===== config.mk =====
export PLATFORM = sky130hd
export DESIGN_NAME = uart_alu_frame_ctrl
export DESIGN_NICKNAME = d
export VERILOG_FILES = /design/src/rtl/uart_alu_frame_ctrl.sv
export SDC_FILE = /design/constraint.sdc
export NUM_CORES = 1
export LEC_CHECK = 0
export CORE_ASPECT_RATIO = 1.25
export CORE_MARGIN = 3
export CORE_UTILIZATION = 60
export DETAILED_ROUTE_END_ITERATION = 6
export DONT_BUFFER_PORTS = 1
export GPL_ROUTABILITY_DRIVEN = 0
export GPL_TIMING_DRIVEN = 0
export PLACE_DENSITY = 0.81
export SYNTH_ARGS = -nofsm -noshare
export SYNTH_HDL_FRONTEND = slang
export SYNTH_SLANG_ARGS = --single-unit

===== constraint.sdc =====
create_clock -name i_clk -period 3.8 [get_ports i_clk]
set_clock_uncertainty 0.05 [all_clocks]
set_input_delay 0.38 -clock i_clk [delete_from_list [all_inputs] [get_ports i_clk]]
set_output_delay 0.38 -clock i_clk [all_outputs]
set_load 0.01 [all_outputs]

===== src/rtl/uart_alu_frame_ctrl.sv =====
// UART frame controller for a byte-serial ALU.
// Receives A, B (NBYTES each, LSB byte first) and an opcode byte, then strobes the ALU.
// The result is sent back byte by byte, LSB first, through a handshaked UART transmitter.
// A partially received frame is abandoned after TIMEOUT_CYCLES idle clocks.
// Bytes that arrive while the block is executing or transmitting are dropped and flagged.
module uart_alu_frame_ctrl #(
  parameter int NB_DATA        = 8,
  parameter int NB_OP          = 6,
  parameter int TIMEOUT_CYCLES = 1000000
) (
  input  logic               i_clk,
  input  logic               i_reset,
  input  logic [7:0]         i_rx_data,
  input  logic               i_rx_done,
  input  logic [NB_DATA-1:0] i_alu_result,
  input  logic               i_tx_busy,
  output logic [NB_DATA-1:0] o_operand_a,
  output logic [NB_DATA-1:0] o_operand_b,
  output logic [NB_OP-1:0]   o_opcode,
  output logic               o_alu_valid,
  output logic [7:0]         o_tx_data,
  output logic               o_tx_start,
  output logic               o_frame_err,
  output logic               o_overrun
);

  localparam int NBYTES = NB_DATA / 8;
  localparam int NB_K   = (NBYTES > 1) ? $clog2(NBYTES) : 1;
  localparam int NB_CNT = (TIMEOUT_CYCLES > 1) ? $clog2(TIMEOUT_CYCLES) : 1;
  localparam logic [NB_K-1:0]   K_LAST   = NB_K'(NBYTES - 1);
  localparam logic [NB_CNT-1:0] CNT_LAST = NB_CNT'(TIMEOUT_CYCLES - 1);

  typedef enum logic [2:0] {
    S_RX_A    = 3'd0,
    S_RX_B    = 3'd1,
    S_RX_OP   = 3'd2,
    S_EXEC    = 3'd3,
    S_TX_LOAD = 3'd4,
    S_TX_HOLD = 3'd5,
    S_TX_WAIT = 3'd6
  } state_t;

  state_t              state_r, state_s;
  logic [NB_K-1:0]     k_r, k_s;
  logic [NB_CNT-1:0]   cnt_r, cnt_s;
  logic [NB_DATA-1:0]  operand_a_r, operand_b_r, result_r;
  logic [NB_OP-1:0]    opcode_r;
  logic [7:0]          tx_data_r;
  logic                alu_valid_r, overrun_r;

  logic                rx_phase_s, active_s, timeout_s, last_byte_s, tx_start_s;
  logic [7:0]          byte_s;

  // Frame-progress decode: which bytes are expected, whether the idle timer is armed.
  always_comb begin
    rx_phase_s  = (state_r == S_RX_A) || (state_r == S_RX_B) || (state_r == S_RX_OP);
    // The timer only runs once at least one byte of the frame has been taken.
    active_s    = rx_phase_s && !((state_r == S_RX_A) && (k_r == '0));
    // A byte landing on the expiry cycle wins over the timeout.
    timeout_s   = active_s && !i_rx_done && (cnt_r == CNT_LAST);
    last_byte_s = (k_r == K_LAST);
    tx_start_s  = (state_r == S_TX_LOAD) && !i_tx_busy;
    byte_s      = result_r[{k_r, 3'b000} +: 8];
  end

  // Next-state, byte index and idle-timer logic.
  always_comb begin
    state_s = state_r;
    k_s     = k_r;
    if (timeout_s) begin
      state_s = S_RX_A;
      k_s     = '0;
    end else begin
      case (state_r)
        S_RX_A: begin
          if (i_rx_done && last_byte_s) begin
            state_s = S_RX_B;
            k_s     = '0;
          end else if (i_rx_done) begin
            k_s     = k_r + NB_K'(1);
          end else begin
            k_s     = k_r;
          end
        end
        S_RX_B: begin
          if (i_rx_done && last_byte_s) begin
            state_s = S_RX_OP;
            k_s     = '0;
          end else if (i_rx_done) begin
            k_s     = k_r + NB_K'(1);
          end else begin
            k_s     = k_r;
          end
        end
        S_RX_OP: begin
          if (i_rx_done) begin
            state_s = S_EXEC;
          end else begin
            state_s = S_RX_OP;
          end
        end
        S_EXEC: begin
          state_s = S_TX_LOAD;
          k_s     = '0;
        end
        S_TX_LOAD: begin
          if (!i_tx_busy) begin
            state_s = S_TX_HOLD;
          end else begin
            state_s = S_TX_LOAD;
          end
        end
        // One idle cycle gives the transmitter time to raise busy.
        S_TX_HOLD: begin
          state_s = S_TX_WAIT;
        end
        S_TX_WAIT: begin
          if (!i_tx_busy && last_byte_s) begin
            state_s = S_RX_A;
            k_s     = '0;
          end else if (!i_tx_busy) begin
            state_s = S_TX_LOAD;
            k_s     = k_r + NB_K'(1);
          end else begin
            state_s = S_TX_WAIT;
          end
        end
        default: begin
          state_s = S_RX_A;
          k_s     = '0;
        end
      endcase
    end

    if (!active_s || i_rx_done || timeout_s) begin
      cnt_s = '0;
    end else begin
      cnt_s = cnt_r + NB_CNT'(1);
    end
  end

  // Control state register.
  always_ff @(posedge i_clk or posedge i_reset) begin
    if (i_reset) begin
      state_r <= S_RX_A;
      k_r     <= '0;
      cnt_r   <= '0;
    end else begin
      state_r <= state_s;
      k_r     <= k_s;
      cnt_r   <= cnt_s;
    end
  end

  // Operand/opcode capture, result capture, transmit byte latch and status pulses.
  always_ff @(posedge i_clk or posedge i_reset) begin
    if (i_reset) begin
      operand_a_r <= '0;
      operand_b_r <= '0;
      opcode_r    <= '0;
      result_r    <= '0;
      tx_data_r   <= 8'h00;
      alu_valid_r <= 1'b0;
      overrun_r   <= 1'b0;
    end else begin
      if (i_rx_done) begin
        case (state_r)
          S_RX_A:  operand_a_r[{k_r, 3'b000} +: 8] <= i_rx_data;
          S_RX_B:  operand_b_r[{k_r, 3'b000} +: 8] <= i_rx_data;
          S_RX_OP: opcode_r <= i_rx_data[NB_OP-1:0];
          default: opcode_r <= opcode_r;
        endcase
      end
      if (state_r == S_EXEC) begin
        result_r <= i_alu_result;
      end
      if (tx_start_s) begin
        tx_data_r <= byte_s;
      end
      // Goes high exactly while the FSM sits in S_EXEC.
      alu_valid_r <= (state_r == S_RX_OP) && i_rx_done;
      overrun_r   <= i_rx_done && !rx_phase_s;
    end
  end

  assign o_operand_a = operand_a_r;
  assign o_operand_b = operand_b_r;
  assign o_opcode    = opcode_r;
  assign o_alu_valid = alu_valid_r;
  assign o_tx_start  = tx_start_s;
  // The new byte is presented during the start pulse and then held by the latch.
  assign o_tx_data   = tx_start_s ? byte_s : tx_data_r;
  assign o_frame_err = timeout_s;
  assign o_overrun   = overrun_r;

endmodule


==> metrics.txt, run 1 <==
core box area=0.00426 mm^2; initial core utilization=0.648; Post-DP HPWL=3770 um; wl on met1=2050 um; Worst setup EP type=output pin; Critical Path AT=2090 ps; Post-CTS Hold Fix Bufs=0; Critical R2R Launch=state_r[1]; CP required=3370 ps; Worst-Margin Slew=802 ps; CTS Buf Count=9; metal3 WL=367 um; highest routing layer actually used=met4; post-route setup TNS=0 ps; CP Launch Point=state_r[1]; Total GRT Usage=0.222; status=finished clean; total grt overflow=0; Initial DRC Count=71; via total after detailed routing=1844; CP max stage cell=or3b_2; Mapped Cells=238; post-synthesis cell area=0.00276 mm^2; layout cells sized above 1=0.231; flops & latches, synth=64; WS Path Type=flip-flop to output pin; final cycle utilization of the critical path=0.662; Hold/Removal Path Class=input port to asynchronous set/reset pin; Worst path top cell family by delay=simple AND/OR/NAND/NOR gates; die height=81.9 um; Die X=66.7 um; Syn Nets=259; Lkg Pwr=1.31 nW; CTS max path bufs=2; internal power=1.49 mW; CP cell instances=buf_2, a21oi_1, or3b_2, nor3_1; first-pass GRT wire length=8980 um; part of the power in combinational logic=0.236; metal2 WL=2830 um; Post-Route WL=5320 um; Vias/cell=5.93; sequential fraction of the synthesis area=0.580; Sequential Power Share=0.497; row count=26; CTS resizes=0; Synth cell types=36; sw frac=0.327; PortBufs=0; Max Cap Viol=0; FF-to-FF setup slack=1670 ps; TritonCTS clock tree=done; Crit Path Max Fanout=9; clock share of power=0.267; endpoints failing setup=0; vias in the first global route=1990; Slew HR=0.461; Startpoint Class=flip-flop; number of primary I/O pins=54; # nets final=271; setup bufs post-CTS=0; Final ANT Viol Nets=0; Pwr Total=2.21 mW; Residual DRC=0; Fin. Hold Viols=0; clk slew on worst S/H paths=70 ps; slowest stage delay, CP=510 ps; P_sw=0.723 mW; pwr dens=723 mW/mm^2; DRT Pass-1 Iters=4; Antenna diodes=0; RSZ-0062 raised after global routing=no; antenna violations before repair=0; Synthesis Warnings=0; Clock Sinks=64; number of buffers and inverters on the critical path=1; Syn-to-layout area delta=10.7%; Placed Cells=295; clock latency at the later pin of the worst-skew pair=340 ps; Pins Over Slew Limit=0; pin count of the biggest net entering global routing=40; min Tclk post-route=2520 ps; H-tree depth=3; drt wl/cell=17.1 um; non-filler instance count after layout=311; Max Clock Freq=397 MHz; Synth Area per Inst=11.6 um^2; maximum vdd ir drop=512 uV; CTS Root Cell=clkbuf_8; Die Area=0.00546 mm^2
[worst register-to-register path, cell delays in order (launching register included)]
cell	delay, ps
dfrtp_1	360
buf_2	160
a21oi_1	250
or3b_2	510
o41ai_1	560
a211oi_1	100
[final timing paths]
check	to	depth (start not counted)
max in group asynchronous	tx_data_r[5]	2
min	o_opcode[3]	1
max	o_frame_err	4
max reg2reg	k_r	5
min reg2reg	cnt_r[0]	1
min in group i_clk	k_r	1
[cell usage after synthesis]
library cell | n | area (um^2)
buf_2 | 4 | 20.0
and2_1 | 1 | 6.26
dfrtp_1 | 64 | 1600
nand4_4 | 1 | 21.3
or4_4 | 1 | 11.3
clkinv_1 | 1 | 3.75
nor4b_1 | 2 | 17.5
inv_1 | 8 | 30.0
nor4_2 | 1 | 12.5
or3b_2 | 1 | 8.76
ha_1 | 1 | 12.5
and4_1 | 2 | 17.5
nand4_1 | 5 | 31.3
nor3b_1 | 1 | 7.51
and3_1 | 3 | 18.8
nor2b_1 | 2 | 12.5
o21ai_0 | 14 | 70.1
clkbuf_1 | 3 | 11.3
a211oi_1 | 2 | 15.0
nor2_1 | 18 | 67.6
o41ai_1 | 1 | 8.76
xor2_1 | 4 | 35.0
nor4_1 | 3 | 18.8
nor3_1 | 5 | 25.0
a31oi_1 | 1 | 6.26
nand4b_1 | 3 | 26.3
o21bai_1 | 3 | 22.5
a31o_2 | 2 | 17.5
mux2_2 | 30 | 338
nand3_1 | 5 | 25.0
and4_2 | 1 | 10.0
nand3b_1 | 2 | 15.0
or3_1 | 2 | 12.5
xnor2_1 | 8 | 70.1
nand2_1 | 24 | 90.1
a21oi_1 | 9 | 45.0
[power groups by stage]
| stage | Combinational [mW] | Sequential [mW] | Clock [mW] |
|---|---|---|---|
| floorplan | 0.434 | 1.07 | 0 |
| global placement | 0.496 | 1.10 | 0 |
| detailed placement | 0.530 | 1.11 | 0 |
| CTS | 0.530 | 1.10 | 0.604 |
| global route | 0.587 | 1.13 | 0.638 |
| finish | 0.522 | 1.10 | 0.590 |
[cells in the final DEF (no fill, tap or decap), drive strengths merged, types with 2 or more instances in the layout]
| cell | Yosys | layout |
|---|---|---|
| o21bai | 3 | 3 |
| nor3 | 5 | 5 |
| nor4 | 4 | 4 |
| nor2b | 2 | 2 |
| nand3b | 2 | 2 |
| o21ai | 14 | 14 |
| dfrtp | 64 | 64 |
| or3 | 2 | 2 |
| nand3 | 5 | 5 |
| and3 | 3 | 3 |
| a21oi | 9 | 9 |
| clkinvlp | 0 | 2 |
| xor2 | 4 | 4 |
| nand2 | 24 | 24 |
| a211oi | 2 | 2 |
| and4 | 3 | 3 |
| clkbuf | 3 | 14 |
| mux2 | 30 | 30 |
| a31o | 2 | 2 |
| nor4b | 2 | 2 |
| nand4 | 6 | 6 |
| nor2 | 18 | 18 |
| nand4b | 3 | 3 |
| buf | 4 | 5 |
| clkinv | 1 | 3 |
| inv | 8 | 8 |
| xnor2 | 8 | 8 |
[layer usage]
layer  vias to the layer above  GRT usage
met1                       924      0.258
met5                         -          0
met2                        44      0.368
met4                         0     0.0711
met3                         9     0.0958
li1                        867          -
[cells by family after synthesis]
kind of cell             synth area share
AND/OR/NAND/NOR                     0.165
XOR/XNOR                           0.0380
adder cells (fa/ha/maj)           0.00453
multiplexers                        0.122
flip-flops                          0.580
AO/OA/AOI/OAI                      0.0670
buffers and inverters              0.0235
[metrics by stage]
step                       util  instance area [um^2]  setup WS (ps)  hold WS [ps]
after CTS                 0.718                  3060           1250          34.5
after global routing      0.718                  3060           1180          50.4
final                     0.718                  3060           1280          18.8
after floorplan               -                  2760           1770           396
after detailed placement  0.669                  2850           1630           410
after global placement    0.665                  2830           1180           413
[layout make-up]
| class | count | area (um^2) |
|---|---|---|
| Clock inverter | 5 | 55.1 |
| Tap cell | 56 | 70.1 |
| Fill cell | 299 | 1200 |
| Clock buffer | 11 | 151 |
| Timing Repair Buffer | 1 | 20.0 |
| Multi-Input combinational cell | 158 | 1100 |
| Inverter | 9 | 33.8 |
| Sequential cell | 64 | 1600 |
| Buffer | 7 | 31.3 |
[flip-flops by register name (all words and copies together), names as in the netlist]
| register | flops |
|---|---|
| o_operand_a | 8 |
| result_r | 8 |
| tx_data_r | 8 |
| o_alu_valid | 1 |
| o_operand_b | 8 |
| o_overrun | 1 |
| cnt_r | 20 |
| o_opcode | 6 |
| state_r | 3 |
| k_r | 1 |
Note: power is estimated with default switching activity, not from simulation.
==> run 2: changes to the inputs <==
--- a/config.mk
+++ b/config.mk
@@ -7,12 +7,12 @@
 export LEC_CHECK = 0
 export CORE_ASPECT_RATIO = 1.25
 export CORE_MARGIN = 3
-export CORE_UTILIZATION = 60
+export CORE_UTILIZATION = 56
 export DETAILED_ROUTE_END_ITERATION = 6
 export DONT_BUFFER_PORTS = 1
 export GPL_ROUTABILITY_DRIVEN = 0
 export GPL_TIMING_DRIVEN = 0
-export PLACE_DENSITY = 0.81
+export PLACE_DENSITY = 0.79
 export SYNTH_ARGS = -nofsm -noshare
 export SYNTH_HDL_FRONTEND = slang
 export SYNTH_SLANG_ARGS = --single-unit
==> constraint.sdc (replaced) <==
create_clock -name i_clk -period 2.3 [get_ports i_clk]
set_clock_uncertainty 0.05 [all_clocks]
set_input_delay 0.23 -clock i_clk [delete_from_list [all_inputs] [get_ports i_clk]]
set_output_delay 0.23 -clock i_clk [all_outputs]
set_load 0.01 [all_outputs]
==> metrics.txt, run 2 (synthesis gave the netlist of run 1 again) <==
min Tclk post-route=2210 ps; pwr dens=1140 mW/mm^2; slowest stage delay, CP=510 ps; die height=84.5 um; commonest non-fill, non-tap cells in the layout=dfrtp_1 (64), mux2_2 (30), nand2_1 (24), nor2_1 (18), dlygate4sd3_1 (18); Die Area=0.00582 mm^2; number of flip-flops under the largest register name=20; Initial DRC Count=76; Worst Hold Margin=26.3 ps; row count=27; CP cell instances=buf_2, a21oi_1, or3b_2, nor3_2; core box area=0.00459 mm^2; clock share of power=0.264; Sequential Power Share=0.493; drt wl/cell=16.5 um; setup bufs post-CTS=0; initial core utilization=0.601; antenna violations before repair=0; via total after detailed routing=1908; Max Cap Viol=0; WS Path Type=flip-flop to output pin; Design Area, Final=0.00325 mm^2; Pins Over Slew Limit=0; Worst setup EP type=output pin; RSZ-0062 raised after global routing=yes; FF-to-FF path depth=5; H-tree depth=3; Antenna diodes=0; Syn-to-layout area delta=17.5%; Final ANT Viol Nets=0; Worst-Margin Slew=772 ps; Fin. Hold Viols=0; total grt overflow=0; P_sw=1.26 mW; layout cells sized above 1=0.223; Clock Sinks=64; clk slew on worst S/H paths=80 ps; Placed Cells=297; endpoints failing setup=0; sw frac=0.341; status=finished clean; Max Clock Freq=453 MHz; post-route setup TNS=0 ps; Residual DRC=0; placed inst area=0.00286 mm^2; Lkg Pwr=1.38 nW; clock latency at the later pin of the worst-skew pair=340 ps; pin count of the biggest net entering global routing=35; number of primary I/O pins=54; CTS Root Cell=clkbuf_8; vias in the first global route=2019; non-filler instance count after layout=331; PortBufs=0; FF-to-FF setup slack=200 ps; Reg-to-Reg End=k_r; # nets final=289; HP Start=i_rx_done; Vias/cell=5.76; final cycle utilization of the critical path=0.960; Post-DP HPWL=3570 um; Final Util=0.706; internal power=2.44 mW; first-pass GRT wire length=9460 um; worst-case hold path end point=o_overrun; Startpoint Class=flip-flop; CTS max path bufs=2; Largest Register=cnt_r; number of cells on the worst hold path=2; CP Launch Point=state_r[1]; Critical R2R Launch=state_r[1]; Hold/Removal Path Class=input port to flip-flop; maximum vdd ir drop=770 uV; Post-Route WL=5470 um; Die X=68.8 um; part of the power in combinational logic=0.243; CP required=2020 ps; DRT Pass-1 Iters=4; Critical Path AT=1930 ps; Slew HR=0.481; Total GRT Usage=0.220; Crit Path Max Fanout=9; commonest non-fill, non-tap cell in the layout=dfrtp_1; CP max stage cell=or3b_2; CTS Buf Count=9; TritonCTS clock tree=done
run 2: cell types whose count changed in the layout (fill, tap and decap cells not counted):
| cell | previous run | this run |
|---|---|---|
| dlygate4sd3_1 | 0 | 18 |
| clkbuf_8 | 11 | 9 |
| clkinv_2 | 2 | 0 |
| clkinv_4 | 0 | 2 |
| inv_6 | 0 | 2 |
| clkbuf_1 | 3 | 2 |
| clkbuf_2 | 0 | 1 |
| nor3_1 | 5 | 4 |
| nor3_2 | 0 | 1 |
run 2: what timing repair did:
item | 4_1_cts | 5_1_grt
resized for setup | 1 | 2
hold buffers | 18 | 0
hold endpoints to repair | 61 | 0
pin swaps | 0 | 0
endpoints found under the setup margin | 1 | 9
run 2: area by class of cell:
type                            instances  area, um^2
Buffer                                  7        32.5
Clock buffer                            9         124
Clock inverter                          7        80.1
Fill cell                             344        1350
Inverter                                9        33.8
Multi-Input combinational cell        158        1100
Sequential cell                        64        1600
Tap cell                               58        72.6
Timing Repair Buffer                   19         200
run 2: critical path, delay by kind of cell, from the launching register on:
kind / cells / cell delay (ps)
flops: 1 / 360
buf+inv: 1 / 160
compound gates: 1 / 200
simple gates: 2 / 860
run 2: worst max path at each step:
stage                   end  slack, ps  cells past startpoint
4_1_cts         o_frame_err         60                      4
5_1_grt         o_frame_err         -4                      4
2_1_floorplan      cnt_r[0]        420                      1
3_3_place_gp   tx_data_r[1]       -190                      1
3_5_place_dp            k_r        240                      5
6_report        o_frame_err         90                      4
run 2: per-stage QoR:
stage,total power [mW],setup slack [ps]
2_1_floorplan,2.48,422
3_3_place_gp,2.65,-187
3_5_place_dp,2.69,240
4_1_cts,3.70,58.2
5_1_grt,3.90,-4.19
6_report,3.69,91.9
run 2: metal layers:
| layer | up-vias | GRT usage | wire length, um |
|---|---|---|---|
| met2 | 37 | 0.368 | 2980 |
| met1 | 955 | 0.255 | 2150 |
| met5 | - | 0 | 0 |
| met3 | 9 | 0.0669 | 244 |
| met4 | 0 | 0.0940 | 91 |
| li1 | 907 | - | - |
run 2: power by group through the flow:
stage          Sequential, mW  Clock (mW)  Combinational, mW
6_report                 1.82       0.977              0.896
5_1_grt                  1.87        1.04              0.996
4_1_cts                  1.82       0.987              0.891
3_5_place_dp             1.84           0              0.856
3_3_place_gp             1.82           0              0.823
2_1_floorplan            1.76           0              0.716
